### config.mk
export PLATFORM = sky130hd
export DESIGN_NAME = div_request_arbiter_flat
export DESIGN_NICKNAME = d
export VERILOG_FILES = /design/src/rtl/div_request_arbiter_if.sv /design/src/rtl/div_request_arbiter.sv /design/src/flat_wrapper.sv
export SDC_FILE = /design/constraint.sdc
export NUM_CORES = 1
export LEC_CHECK = 0
export ABC_AREA = 1
export BUFFER_PORTS_ARGS = -buffer_cell sky130_fd_sc_hd__clkbuf_2
export CAP_MARGIN = 30
export CORE_ASPECT_RATIO = 0.9
export CORE_MARGIN = 3
export CORE_UTILIZATION = 44
export CTS_CLUSTER_SIZE = 24
export DETAILED_ROUTE_END_ITERATION = 6
export PLACE_DENSITY = 0.8
export SLEW_MARGIN = 30
export SYNTH_ARGS = -nofsm -noshare
export SYNTH_HDL_FRONTEND = slang
export SYNTH_SLANG_ARGS = --single-unit
### constraint.sdc
create_clock -name clk_i -period 1.7 [get_ports clk_i]
set_input_delay 0.34 -clock clk_i [delete_from_list [all_inputs] [get_ports clk_i]]
set_output_delay 0.34 -clock clk_i [all_outputs]
set_load 0.01 [all_outputs]
### src/rtl/div_request_arbiter_if.sv
// ----------------------------------------------------------------------------
// div_request_arbiter_if
// Bundles the client-side request/response signals and the divider-side
// start/done signals of the division arbiter.
//
// Handshake semantics:
//   * req[i] is a level request.  The client holds it, with its operands
//     stable in slice i of dividend_in/divisor_in, until it sees gnt[i].
//     gnt[i] is a one-cycle pulse; it means the operands have been captured.
//   * resp_valid[i] is a one-cycle pulse with no backpressure.  The shared
//     resp_* buses are valid in that cycle and hold until the next response.
//   * div_start is a one-cycle pulse.  The divider answers with a one-cycle
//     div_done, with div_error/div_quotient/div_remainder valid alongside.
//     A one-cycle div_abort tells the divider to drop the current operation.
//
// Modports:
//   slave  - the arbiter's view (drives gnt, resp_*, busy, div_start, ...)
//   master - the environment's view (clients plus the divider)
// ----------------------------------------------------------------------------
interface div_request_arbiter_if #(
   parameter int NREQ  = 4,
   parameter int WIDTH = 8
);
   logic [NREQ-1:0]       req;
   logic [NREQ*WIDTH-1:0] dividend_in;
   logic [NREQ*WIDTH-1:0] divisor_in;
   logic [NREQ-1:0]       gnt;
   logic [NREQ-1:0]       resp_valid;
   logic [WIDTH-1:0]      resp_quotient;
   logic [WIDTH-1:0]      resp_remainder;
   logic                  resp_error;
   logic                  resp_timeout;
   logic                  busy;
   logic                  div_start;
   logic                  div_abort;
   logic [WIDTH-1:0]      div_dividend;
   logic [WIDTH-1:0]      div_divisor;
   logic                  div_done;
   logic                  div_error;
   logic [WIDTH-1:0]      div_quotient;
   logic [WIDTH-1:0]      div_remainder;

   modport slave (
      input  req, dividend_in, divisor_in,
      input  div_done, div_error, div_quotient, div_remainder,
      output gnt, resp_valid, resp_quotient, resp_remainder,
      output resp_error, resp_timeout, busy,
      output div_start, div_abort, div_dividend, div_divisor
   );

   modport master (
      output req, dividend_in, divisor_in,
      output div_done, div_error, div_quotient, div_remainder,
      input  gnt, resp_valid, resp_quotient, resp_remainder,
      input  resp_error, resp_timeout, busy,
      input  div_start, div_abort, div_dividend, div_divisor
   );
endinterface

### src/rtl/div_request_arbiter.sv
// ----------------------------------------------------------------------------
// div_request_arbiter
// Shares one long-division unit among NREQ requesters.  A round-robin pick
// in IDLE captures the winner's operands, a single start pulse is issued,
// and the divider's result (or a watchdog abort) is routed back to the winner.
//
// Ports:
//   clk_i     - system clock, rising edge
//   reset_ni  - asynchronous active-low reset
//   bus       - client request/response and divider signals (slave modport)
//   state_o   - current FSM state (0 IDLE, 1 ISSUE, 2 WAIT_DONE, 3 RESPOND)
//   rr_ptr_o  - current round-robin priority pointer
// All outputs come straight from flops.
// ----------------------------------------------------------------------------
module div_request_arbiter #(
   parameter int NREQ    = 4,
   parameter int WIDTH   = 8,
   parameter int TIMEOUT = 64
) (
   input  logic                      clk_i,
   input  logic                      reset_ni,
   div_request_arbiter_if.slave      bus,
   output logic [1:0]                state_o,
   output logic [$clog2(NREQ)-1:0]   rr_ptr_o
);
   localparam int PW = $clog2(NREQ);
   localparam int CW = PW + 1;
   localparam int TW = $clog2(TIMEOUT) + 1;
   localparam logic [CW-1:0] NREQ_C   = CW'(NREQ);
   localparam logic [PW-1:0] LAST_IDX = PW'(NREQ - 1);
   localparam logic [TW-1:0] TMAX     = TW'(TIMEOUT - 1);

   typedef enum logic [1:0] {
      IDLE      = 2'd0,
      ISSUE     = 2'd1,
      WAIT_DONE = 2'd2,
      RESPOND   = 2'd3
   } state_t;

   state_t            state_q;
   logic [PW-1:0]     rr_ptr_q;
   logic [PW-1:0]     owner_q;
   logic [TW-1:0]     timer_q;
   logic [NREQ-1:0]   gnt_q;
   logic [NREQ-1:0]   resp_valid_q;
   logic [WIDTH-1:0]  resp_quotient_q;
   logic [WIDTH-1:0]  resp_remainder_q;
   logic              resp_error_q;
   logic              resp_timeout_q;
   logic              busy_q;
   logic              div_start_q;
   logic              div_abort_q;
   logic [WIDTH-1:0]  div_dividend_q;
   logic [WIDTH-1:0]  div_divisor_q;

   // Round-robin pick: scan rr_ptr, rr_ptr+1, ... (mod NREQ), first set wins.
   logic              win_found;
   logic [PW-1:0]     win_idx;
   logic [CW-1:0]     cand;

   always_comb begin
      win_found = 1'b0;
      win_idx   = '0;
      cand      = '0;
      for (int k = 0; k < NREQ; k++) begin
         cand = {1'b0, rr_ptr_q} + CW'(k);
         if (cand >= NREQ_C) begin
            cand = cand - NREQ_C;
         end
         if (!win_found && bus.req[cand[PW-1:0]]) begin
            win_found = 1'b1;
            win_idx   = cand[PW-1:0];
         end
      end
   end

   always_ff @(posedge clk_i or negedge reset_ni) begin
      if (!reset_ni) begin
         state_q          <= IDLE;
         rr_ptr_q         <= '0;
         owner_q          <= '0;
         timer_q          <= '0;
         gnt_q            <= '0;
         resp_valid_q     <= '0;
         resp_quotient_q  <= '0;
         resp_remainder_q <= '0;
         resp_error_q     <= 1'b0;
         resp_timeout_q   <= 1'b0;
         busy_q           <= 1'b0;
         div_start_q      <= 1'b0;
         div_abort_q      <= 1'b0;
         div_dividend_q   <= '0;
         div_divisor_q    <= '0;
      end else begin
         // Pulse outputs fall back to zero unless a state re-asserts them.
         gnt_q        <= '0;
         resp_valid_q <= '0;
         div_start_q  <= 1'b0;
         div_abort_q  <= 1'b0;
         case (state_q)
            IDLE: begin
               if (win_found) begin
                  owner_q          <= win_idx;
                  gnt_q[win_idx]   <= 1'b1;
                  div_dividend_q   <= bus.dividend_in[win_idx*WIDTH +: WIDTH];
                  div_divisor_q    <= bus.divisor_in[win_idx*WIDTH +: WIDTH];
                  busy_q           <= 1'b1;
                  state_q          <= ISSUE;
               end
            end
            ISSUE: begin
               div_start_q <= 1'b1;
               timer_q     <= '0;
               state_q     <= WAIT_DONE;
            end
            WAIT_DONE: begin
               // A done arriving on the watchdog's last cycle still wins.
               if (bus.div_done) begin
                  resp_quotient_q       <= bus.div_quotient;
                  resp_remainder_q      <= bus.div_remainder;
                  resp_error_q          <= bus.div_error;
                  resp_timeout_q        <= 1'b0;
                  resp_valid_q[owner_q] <= 1'b1;
                  state_q               <= RESPOND;
               end else if (timer_q == TMAX) begin
                  div_abort_q           <= 1'b1;
                  resp_quotient_q       <= '0;
                  resp_remainder_q      <= '0;
                  resp_error_q          <= 1'b1;
                  resp_timeout_q        <= 1'b1;
                  resp_valid_q[owner_q] <= 1'b1;
                  state_q               <= RESPOND;
               end else begin
                  timer_q <= timer_q + 1'b1;
               end
            end
            RESPOND: begin
               // Priority moves past the owner so a held request cannot starve others.
               rr_ptr_q <= (owner_q == LAST_IDX) ? '0 : owner_q + 1'b1;
               busy_q   <= 1'b0;
               state_q  <= IDLE;
            end
            default: begin
               state_q <= IDLE;
            end
         endcase
      end
   end

   assign bus.gnt            = gnt_q;
   assign bus.resp_valid     = resp_valid_q;
   assign bus.resp_quotient  = resp_quotient_q;
   assign bus.resp_remainder = resp_remainder_q;
   assign bus.resp_error     = resp_error_q;
   assign bus.resp_timeout   = resp_timeout_q;
   assign bus.busy           = busy_q;
   assign bus.div_start      = div_start_q;
   assign bus.div_abort      = div_abort_q;
   assign bus.div_dividend   = div_dividend_q;
   assign bus.div_divisor    = div_divisor_q;
   assign state_o            = state_q;
   assign rr_ptr_o           = rr_ptr_q;
endmodule

### src/flat_wrapper.sv
// flat-port wrapper written by rule: the top's interface ports become plain ports
module div_request_arbiter_flat 
#(
   parameter int NREQ    = 4,
   parameter int WIDTH   = 8,
   parameter int TIMEOUT = 64
)
  (clk_i, reset_ni, state_o, rr_ptr_o, bus_req, bus_dividend_in, bus_divisor_in, bus_div_done, bus_div_error, bus_div_quotient, bus_div_remainder, bus_gnt, bus_resp_valid, bus_resp_quotient, bus_resp_remainder, bus_resp_error, bus_resp_timeout, bus_busy, bus_div_start, bus_div_abort, bus_div_dividend, bus_div_divisor);
  div_request_arbiter_if #(.NREQ(NREQ), .WIDTH(WIDTH)) bus_i ();
  input  logic clk_i;
  input  logic reset_ni;
  output logic [1:0] state_o;
  output logic [$clog2(NREQ)-1:0] rr_ptr_o;
  input wire logic [$bits(bus_i.req)-1:0] bus_req;
  input wire logic [$bits(bus_i.dividend_in)-1:0] bus_dividend_in;
  input wire logic [$bits(bus_i.divisor_in)-1:0] bus_divisor_in;
  input wire logic [$bits(bus_i.div_done)-1:0] bus_div_done;
  input wire logic [$bits(bus_i.div_error)-1:0] bus_div_error;
  input wire logic [$bits(bus_i.div_quotient)-1:0] bus_div_quotient;
  input wire logic [$bits(bus_i.div_remainder)-1:0] bus_div_remainder;
  output wire logic [$bits(bus_i.gnt)-1:0] bus_gnt;
  output wire logic [$bits(bus_i.resp_valid)-1:0] bus_resp_valid;
  output wire logic [$bits(bus_i.resp_quotient)-1:0] bus_resp_quotient;
  output wire logic [$bits(bus_i.resp_remainder)-1:0] bus_resp_remainder;
  output wire logic [$bits(bus_i.resp_error)-1:0] bus_resp_error;
  output wire logic [$bits(bus_i.resp_timeout)-1:0] bus_resp_timeout;
  output wire logic [$bits(bus_i.busy)-1:0] bus_busy;
  output wire logic [$bits(bus_i.div_start)-1:0] bus_div_start;
  output wire logic [$bits(bus_i.div_abort)-1:0] bus_div_abort;
  output wire logic [$bits(bus_i.div_dividend)-1:0] bus_div_dividend;
  output wire logic [$bits(bus_i.div_divisor)-1:0] bus_div_divisor;
  assign bus_i.req = bus_req;
  assign bus_i.dividend_in = bus_dividend_in;
  assign bus_i.divisor_in = bus_divisor_in;
  assign bus_i.div_done = bus_div_done;
  assign bus_i.div_error = bus_div_error;
  assign bus_i.div_quotient = bus_div_quotient;
  assign bus_i.div_remainder = bus_div_remainder;
  assign bus_gnt = bus_i.gnt;
  assign bus_resp_valid = bus_i.resp_valid;
  assign bus_resp_quotient = bus_i.resp_quotient;
  assign bus_resp_remainder = bus_i.resp_remainder;
  assign bus_resp_error = bus_i.resp_error;
  assign bus_resp_timeout = bus_i.resp_timeout;
  assign bus_busy = bus_i.busy;
  assign bus_div_start = bus_i.div_start;
  assign bus_div_abort = bus_i.div_abort;
  assign bus_div_dividend = bus_i.div_dividend;
  assign bus_div_divisor = bus_i.div_divisor;
  div_request_arbiter #(.NREQ(NREQ), .WIDTH(WIDTH), .TIMEOUT(TIMEOUT)) u_core (.clk_i(clk_i), .reset_ni(reset_ni), .bus(bus_i), .state_o(state_o), .rr_ptr_o(rr_ptr_o));
endmodule
==> flow_summary.yaml, run 1 <==
critical_path:
  start_kind: "flip-flop"
  crit_chain: "clkinvlp_4 -> nand2_2 -> nand2_2 -> nand2_2 -> nand2_2 -> nor2_4 -> nand2_1 -> nor2_2 -> inv_1 -> nand2_2 -> clkinvlp_4 -> buf_12 -> nand2_1 -> nand2_1"
  cp.required_ns: 1.93
  crit_slowest_cell: "dfrtp_2"
  cp-end-kind: "flip-flop"
  crit_fanout: 7
  cpPeakStageDelay_ns: 0.45
  crit_type: "reg -> reg"
  timing.critical_path.from: "u_core.rr_ptr_o[0]$_DFFE_PN0P_"
  crit_top_cell: "nand2_2"
  cp.arrival_ns: 2.26
  r2r-start: "u_core.rr_ptr_o[0]$_DFFE_PN0P_"
clock_tree:
  hold_buffers: 0
  htree_levels: 3
  clock-root-buffer: "clkbuf_8"
  cts_sinks: 58
  cts_tree: "done"
  clk_path_buf_depth: 2
  clk_pin_slew_ns: 0.07
  worstSkewPairLatency_ns: 0.33
  cts_buffers: 9
timing:
  hold_viol_final: 0
  hold_ws_ns: 0.00809
  rsz0062_at_grt: "yes"
  drv_slew: 0
  fmaxAchievable_ghz: 0.493
  fin_tns_setup_ns: -6.96
  post-route-period-util_pct: 119
  worst_slew_pin_slew_ns: 0.380
  setup_violations: 40
  fin_ws_ns: -0.330
  finClkSkew_ns: 0.00863
  slew_headroom_pct: 74.4
  min_period_ns: 2.03
layout:
  regArea_um2: 1450
  area_growth_pct: 48.1
  num_antenna_cells: 0
  fillers: 572
  final_area_um2: 4880
  final_common_cell: "clkbuf_2"
  multi_input_area_um2: 1660
  fin_nets: 710
  drive_above_1_share_pct: 43.6
  final_cell_mix: "clkbuf_2, nand2_1, inv_1"
routing:
  drc: 0
  wl_met1_mm: 4.01
  post_drt_via_cell_ratio: 4.89
  vias: 3473
  wl_met2_mm: 4.80
  wirelength_mm: 9.72
  highest_layer: "met4"
  drtIter0Drc: 163
  postRouteAntennaNets: 0
  wl_met3_um: 764
  first_pass_iters: 5
  avgRoutedWirePerCell_um: 13.7
global_routing:
  grt_pass1_vias: 3250
  overflow: 0
  track_usage_pct: 21.3
  antenna_found_initial: 0
  grt_pass1_wl_mm: 14.6
  grt_max_degree: 59
floorplanning:
  core_um2: 7150
  die_y_um: 88.1
  start_util_pct: 46.1
  ioPinCount: 137
  rows: 29
  die_area_um2: 8570
  chipWidth_um: 97.2
logic_synthesis:
  yosysWarnings: 0
  synth_adder_area_share_pct: 3.80
  syn-instance-count: 429
  synth_edf_count: 0
  synth_mux_area_share_pct: 0
  synth_xor_area_share_pct: 0.266
  yosys.area.top_type: "dfrtp_1"
  synth_top_family_by_area: "simple AND/OR/NAND/NOR gates"
  ys.flop_type: "dfrtp_1"
  yosys.area.top_type_share_pct: 44.0
  yosys.cell_types.count: 34
  seq_area_frac_synth_pct: 44.0
  yosys.area_share.simple_pct: 32.1
  synth-seq-cells: 58
  async_reset_ff_share_pct: 100
  synth_compound_area_share_pct: 7.82
  syn_area_per_cell_um2: 7.69
  synth_nets: 527
  synth_area_um2: 3300
  netlist_top_cells_area: "dfrtp_1, nand2_1, nand3_1, inv_1, a22o_1"
outcome:
  violations: "setup timing"
  status: "finished, violations left"
placed_design:
  pre_cts_ws_ns: -0.251
  dp_hpwl_mm: 6.54
  numPortBuffers: 136
  gp_congestion: 0.920
  placed_cell_area_um2: 4270
hold_path:
  hold_class: "in -> async"
power_and_ir_drop:
  p_leak_nw: 2.77
  max-vdd-ir-drop_uv: 987
  powerDensity_nw_per_um2: 2050
  power_mw: 10.0
job:
  maxCapViolations: 0
## metrics by stage
step                std cells  utilization, %
finish                    710            68.3
CTS                       697            64.2
global route              710            68.3
floorplan                 429               -
detailed placement        671            59.7
global placement          671            59.7
## cell type report
| type | instances | area share (%) |
|---|---|---|
| well taps | 93 | 2.38 |
| multi-input cells | 280 | 34.0 |
| flip-flops and latches | 58 | 29.8 |
| inverters | 78 | 6.15 |
| repair buffers | 182 | 23.5 |
| clock buffers | 10 | 2.82 |
| repair inverters | 3 | 0.461 |
| clock inverters | 6 | 0.846 |
## state kept, by name, indices dropped and copies added, names as in the netlist, 4 cells and up
| signal | flops |
|---|---|
| u_core.bus.resp_remainder | 8 |
| u_core.bus.div_divisor | 8 |
| u_core.bus.div_dividend | 8 |
| u_core.bus.gnt | 4 |
| u_core.bus.resp_valid | 4 |
| u_core.bus.resp_quotient | 8 |
| u_core.timer_q | 7 |
## timing repair
| action | CTS | global route |
|---|---|---|
| resized for setup | 22 | 48 |
| setup buffers | 6 | 9 |
| endpoints found under the setup margin | 41 | 51 |
| pin swaps | 5 | 18 |
| gates cloned | 4 | 4 |
## path summary, 6_finish.rpt
kind | to | slack (ns) | cells past startpoint
min in group clk_i | u_core.bus.div_abort$_DFF_PN0_ | 0.23 | 2
min reg2reg | u_core.bus.div_dividend[6]$_DFFE_PN0P_ | 0.48 | 2
min | u_core.rr_ptr_o[0]$_DFFE_PN0P_ | 0.008 | 2
max | u_core.bus.div_divisor[0]$_DFFE_PN0P_ | -0.33 | 14
max in group asynchronous | u_core.rr_ptr_o[1]$_DFFE_PN0P_ | 1.44 | 2
max reg2reg | u_core.bus.div_divisor[0]$_DFFE_PN0P_ | -0.33 | 14
## Yosys cell counts (2+ instances only)
cell type  instances
or2_2              3
o21ai_0            8
nor2_4             3
nand2_2            4
or2_0              9
nand2_1          118
or2_1              6
nand2_4            2
buf_2              6
clkbuf_1           3
dfrtp_1           58
a21oi_1            6
buf_4              2
nand3_1           64
inv_1             75
buf_6              4
a22o_1            16
ha_1              10
nor2_1            16
inv_2              2
## where the power goes
| part | switching, mW | internal, mW |
|---|---|---|
| sequential | 0.367 | 1.95 |
| clock | 0.575 | 0.567 |
| combinational | 3.58 | 2.98 |
| total | 4.52 | 5.50 |
## kinds of logic after synthesis
group / count (synthesis)
adders and majority gates: 10
xor gates and xnor gates: 1
and+or+nand+nor: 231
AOI/OAI and AO/OA: 36
buffers and inverters: 93
DFF: 58
## critical path, delay by kind of cell, from the launching register on
family,cells,cell delay [ns]
buf+inv,4,0.60
simple gates,10,0.86
flops,1,0.45
## per-layer routing
metal,GRT usage (%),up-vias
li1,-,1713
met1,26.3,1583
met2,34.8,165
met3,7.72,12
met4,7.80,0
met5,0,-
Power figures use the tool's default switching activity.
==> run 2, diff against run 1 <==
- CORE_UTILIZATION: 44 -> 48
- PLACE_DENSITY: 0.8 -> 0.83
- clock period: 1.7 -> 1.98 ns (I/O delays scaled with it)
==> flow_summary.yaml, run 2 (synthesis results as in run 1) <==
critical_path:
  crit_fanout: 17
  r2r-start: "u_core.rr_ptr_o[0]$_DFFE_PN0P_"
  cp-end-kind: "flip-flop"
  cp.required_ns: 2.18
  rrSetupSlack_ns: -0.03
  worst-r2r-cell-count: 13
  crit_type: "reg -> reg"
  timing.critical_path.from: "u_core.rr_ptr_o[0]$_DFFE_PN0P_"
  cpPeakStageDelay_ns: 0.45
  cp.arrival_ns: 2.21
  crit_slowest_cell: "dfrtp_2"
  cpLargestDelayFamily: "simple AND/OR/NAND/NOR gates"
  worstSetupEndpoint: "u_core.bus.div_dividend[1]$_DFFE_PN0P_"
  regToRegEndpoint: "u_core.bus.div_dividend[1]$_DFFE_PN0P_"
  crit_chain: "buf_6 -> nand2_1 -> nand2_1 -> nand2_1 -> nand2_1 -> a21oi_1 -> nand2_1 -> nand2_8 -> buf_4 -> clkbuf_16 -> nand2_1 -> nand3_1 -> nand3_2"
  crit_top_cell: "nand2_1"
  path_depth: 13
  crit_buf_inv: 3
  start_kind: "flip-flop"
timing:
  setup_violations: 1
  rsz0062_at_grt: "yes"
  fmaxAchievable_ghz: 0.498
  hold_viol_final: 0
  drv_slew: 0
  post-route-period-util_pct: 101
  fin_ws_ns: -0.0283
  slew_headroom_pct: 78.4
  finClkSkew_ns: 0.00398
  worst_slew_pin_slew_ns: 0.324
  min_period_ns: 2.01
clock_tree:
  cts_sinks: 58
  htree_levels: 3
  worstSkewPairLatency_ns: 0.32
  hold_buffers: 0
  clk_path_buf_depth: 2
  cts_buffers: 9
  cts_tree: "done"
  clk_pin_slew_ns: 0.06
  clock-root-buffer: "clkbuf_8"
floorplanning:
  chipWidth_um: 93.4
  die_area_um2: 7900
  core_um2: 6620
  ioPinCount: 137
  rows: 28
  die_y_um: 84.6
  start_util_pct: 49.8
layout:
  num_antenna_cells: 0
  final_common_cell: "clkbuf_2"
  fillers: 542
  drive_above_1_share_pct: 36.7
  final_area_um2: 4640
  area_growth_pct: 40.8
  final_cell_mix: "clkbuf_2, nand2_1, inv_1"
  fin_nets: 687
power_and_ir_drop:
  power_mw: 8.31
  powerDensity_nw_per_um2: 1790
  max-vdd-ir-drop_uv: 840
  p_leak_nw: 2.68
placed_design:
  numPortBuffers: 136
  placed_cell_area_um2: 4120
  gp_congestion: 0.866
  pre_cts_ws_ns: 0.00579
  dp_hpwl_mm: 6.09
global_routing:
  grt_pass1_vias: 3144
  grt_max_degree: 59
  antenna_found_initial: 0
  track_usage_pct: 20.9
  grt_pass1_wl_mm: 13.4
  overflow: 0
routing:
  drc: 0
  wirelength_mm: 8.81
  first_pass_iters: 4
  drtIter0Drc: 118
  avgRoutedWirePerCell_um: 12.9
  post_drt_via_cell_ratio: 4.91
  vias: 3360
  postRouteAntennaNets: 0
outcome:
  violations: "setup timing"
  status: "finished, violations left"
hold_path:
  hold_class: "in -> async"
job:
  maxCapViolations: 0
==> run 2: changes by cell type in the layout (fill, tap and decap cells not counted), sizes merged <==
cell,change
bufinv,+2
clkbuf,+2
clkinvlp,-3
buf,-23
inv,-1
==> run 2: how the worst min path moves through the flow <==
stage,to,cells after the start
floorplan,u_core.bus.busy$_DFFE_PN0P_,0
global placement,u_core.timer_q[4]$_DFFE_PN0P_,2
detailed placement,u_core.timer_q[4]$_DFFE_PN0P_,2
CTS,u_core.bus.resp_quotient[1]$_DFFE_PN0P_,2
global route,u_core.timer_q[5]$_DFFE_PN0P_,2
finish,u_core.timer_q[4]$_DFFE_PN0P_,2
==> run 2: timing repair <==
item                                    in CTS  in global routing
gates resized for setup                      0                 37
endpoints found under the setup margin       0                 40
buffers inserted                             0                  8
==> run 2: worst reg2reg max path: cells and delay by family, from the launching register on <==
kind / cells / cell delay [ns]
AND/OR/NAND/NOR: 9 / 0.88
buffers and inverters: 3 / 0.45
flip-flops: 1 / 0.45
AO/OA/AOI/OAI: 1 / 0.12
==> run 2: area by class of cell <==
cell class                 count  area, um2  share of cell area [%]
clock buffer                  11        141                    3.05
clock inverter                 5       77.6                    1.67
inverter                      78        303                    6.52
multi-input combinational    280       1570                    33.8
sequential                    58       1450                    31.3
tap                           90        113                    2.43
timing repair buffer         160        971                    20.9
timing repair inverter         2       15.0                   0.324
==> run 2: where the power goes <==
| group | total, mW | switching [mW] | leakage, nW | internal [mW] |
|---|---|---|---|---|
| registers | 1.97 | 0.302 | 0.735 | 1.67 |
| clock network | 1.19 | 0.455 | 0.109 | 0.739 |
| logic | 5.14 | 2.89 | 1.83 | 2.25 |
| total | 8.31 | 3.65 | 2.68 | 4.66 |
==> run 2: per-stage QoR <==
| stage | hold WS [ns] | utilization [%] | std cells | setup TNS, ns |
|---|---|---|---|---|
| 6_report | 0.0544 | 70.1 | 684 | -0.0283 |
| 5_1_grt | 0.0907 | 70.1 | 684 | -1.50 |
| 4_1_cts | 0.0806 | 65.6 | 669 | 0 |
| 3_5_place_dp | 0.427 | 62.3 | 653 | 0 |
| 3_3_place_gp | 0.424 | 62.3 | 653 | 0 |
| 2_1_floorplan | 0.100 | - | 429 | 0 |
==> run 2: metal layers <==
metal | GRT usage [%] | vias up | wire length (um)
met5 | 0 | - | 0
met4 | 7.19 | 0 | 100
met3 | 5.02 | 12 | 672
met2 | 36.1 | 145 | 4330
met1 | 25.4 | 1539 | 3710
li1 | - | 1664 | -
==> run 3, diff against run 2 <==
- CORE_ASPECT_RATIO: 0.9 -> 0.75
- CORE_UTILIZATION: 48 -> 50
- CTS_BUF_LIST: not set -> sky130_fd_sc_hd__clkbuf_4
- PLACE_DENSITY: 0.83 -> 0.86
- REMOVE_ABC_BUFFERS: not set -> 1
==> flow_summary.yaml, run 3 (synthesis results as in run 1) <==
critical_path:
  crit_type: "reg -> reg"
  cp.required_ns: 2.28
  crit_chain: "buf_6 -> nand2_2 -> nand3_1 -> nand2_2 -> inv_1 -> nand3_2 -> nand2_4 -> nand2_8 -> buf_12 -> or2_2 -> nand3_1 -> nand3_1"
  cp-end-kind: "flip-flop"
  start_kind: "flip-flop"
  cpPeakStageDelay_ns: 0.50
  crit_top_cell: "nand3_1"
  crit_slowest_cell: "dfrtp_2"
  crit_buf_inv: 3
  crit_fanout: 8
  cp.arrival_ns: 2.34
  cpLargestDelayFamily: "simple AND/OR/NAND/NOR gates"
timing:
  worst_slew_pin_slew_ns: 0.448
  setup_violations: 11
  min_period_ns: 2.04
  hold_viol_final: 0
  fin_ws_ns: -0.0555
  hold_ws_ns: 0.197
  post-route-period-util_pct: 103
  slew_headroom_pct: 70.0
  fin_tns_setup_ns: -0.337
  drv_slew: 0
  rsz0062_at_grt: "yes"
  fmaxAchievable_ghz: 0.491
  finClkSkew_ns: 0.0165
placed_design:
  gp_congestion: 0.852
  pre_cts_ws_ns: -0.0773
  dp_hpwl_mm: 6.51
  numPortBuffers: 136
  place_inst: 637
layout:
  fillers: 446
  final_common_cell: "clkbuf_2"
  drive_above_1_share_pct: 37.0
  final_cell_mix: "clkbuf_2, nand2_1, inv_1"
  area_growth_pct: 37.4
  fin_nets: 682
  layout.cells.non_filler: 667
  num_antenna_cells: 0
global_routing:
  overflow: 0
  track_usage_pct: 22.9
  antenna_found_initial: 0
  grt_pass1_wl_mm: 14.2
  grt_max_degree: 59
  grt_pass1_vias: 3225
power_and_ir_drop:
  p_leak_nw: 2.61
  p_seq_share_pct: 25.7
  power_mw: 7.87
  p_int_mw: 4.22
  pwr-share-clk_pct: 12.1
  switching_share_pct: 46.4
  powerDensity_nw_per_um2: 1740
  p_switching_mw: 3.65
  max-vdd-ir-drop_uv: 1100
  p_comb_share_pct: 62.3
floorplanning:
  core_um2: 6100
  chipWidth_um: 99.8
  die_y_um: 76.3
  ioPinCount: 137
  die_area_um2: 7610
  rows: 24
  start_util_pct: 54.1
clock_tree:
  clk_path_buf_depth: 2
  clk_pin_slew_ns: 0.10
  clock-root-buffer: "clkbuf_4"
  cts_buffers: 9
  cts_sinks: 58
  htree_levels: 3
  cts_tree: "done"
  worstSkewPairLatency_ns: 0.40
job:
  maxCapViolations: 0
hold_path:
  hold_class: "in -> reg"
outcome:
  status: "finished, violations left"
  violations: "setup timing"
routing:
  wirelength_mm: 9.38
  drc: 0
  post_drt_via_cell_ratio: 5.10
  postRouteAntennaNets: 0
  first_pass_iters: 4
  vias: 3400
  drtIter0Drc: 163
  avgRoutedWirePerCell_um: 14.1
run 3: cell types whose count changed in the layout (fill, tap and decap cells not counted), sizes merged:
cell / delta
inv: +1
clkinv: +2
buf: -8
dlygate4sd3: +1
clkbuf: -1
run 3: metal layers:
metal	share of wire [%]	wire length [um]	track usage [%]
met2	48	4520	37.7
met3	8.5	802	6.40
met4	2.1	201	9.41
met1	41	3860	28.0
met5	0	0	0
run 3: metrics by stage:
step	instance area (um2)	util (%)
after floorplan	3200	-
after global placement	4080	66.9
after detailed placement	4080	66.9
after CTS	4280	70.2
after global routing	4530	74.3
final	4530	74.3
run 3: power groups by stage:
stage                     clock [mW]  sequential, mW  combinational [mW]
after floorplan                    0            2.15                2.40
after global placement             0            1.99                3.94
after detailed placement           0            2.00                4.10
after CTS                      0.966            1.99                4.17
after global routing            1.02            2.06                5.40
final                          0.951            2.02                4.90
run 3: final timing paths:
check | cells after the start | slack, ns | end | start
hold reg to reg | 2 | 0.50 | u_core.timer_q[5]$_DFFE_PN0P_ | u_core.timer_q[5]$_DFFE_PN0P_
max in group asynchronous | 3 | 1.18 | u_core.rr_ptr_o[1]$_DFFE_PN0P_ | reset_ni
min in group asynchronous | 3 | 0.52 | u_core.bus.div_abort$_DFF_PN0_ | reset_ni
setup reg to reg | 12 | -0.06 | u_core.bus.div_divisor[1]$_DFFE_PN0P_ | u_core.rr_ptr_o[0]$_DFFE_PN0P_
hold / removal | 2 | 0.20 | u_core.bus.div_abort$_DFF_PN0_ | bus_div_done
setup / recovery | 12 | -0.06 | u_core.bus.div_divisor[1]$_DFFE_PN0P_ | u_core.rr_ptr_o[0]$_DFFE_PN0P_
run 3: layout make-up:
cell class | instances | area [um2] | share of cell area, %
multi-input combinational | 280 | 1580 | 34.9
timing repair buffer | 153 | 912 | 20.1
tap | 78 | 97.6 | 2.15
clock buffer | 10 | 75.1 | 1.66
clock inverter | 6 | 81.3 | 1.80
inverter | 78 | 299 | 6.60
timing repair inverter | 4 | 30.0 | 0.663
sequential | 58 | 1450 | 32.1
run 3: worst register-to-register path, delay by kind of cell, from the launching register on:
family / cells / cell delay (ns)
flip-flops: 1 / 0.50
AND/OR/NAND/NOR: 9 / 1.02
buffers and inverters: 3 / 0.42
run 3: what timing repair did:
item                                   4_1_cts  5_1_grt
endpoints found under the hold margin       52        0
resized for setup                            6       42
setup buffers                                2        2
setup endpoints to repair                   11       43
pin swaps                                    1        6
hold buffers                                 1        0
cloned                                       1        8
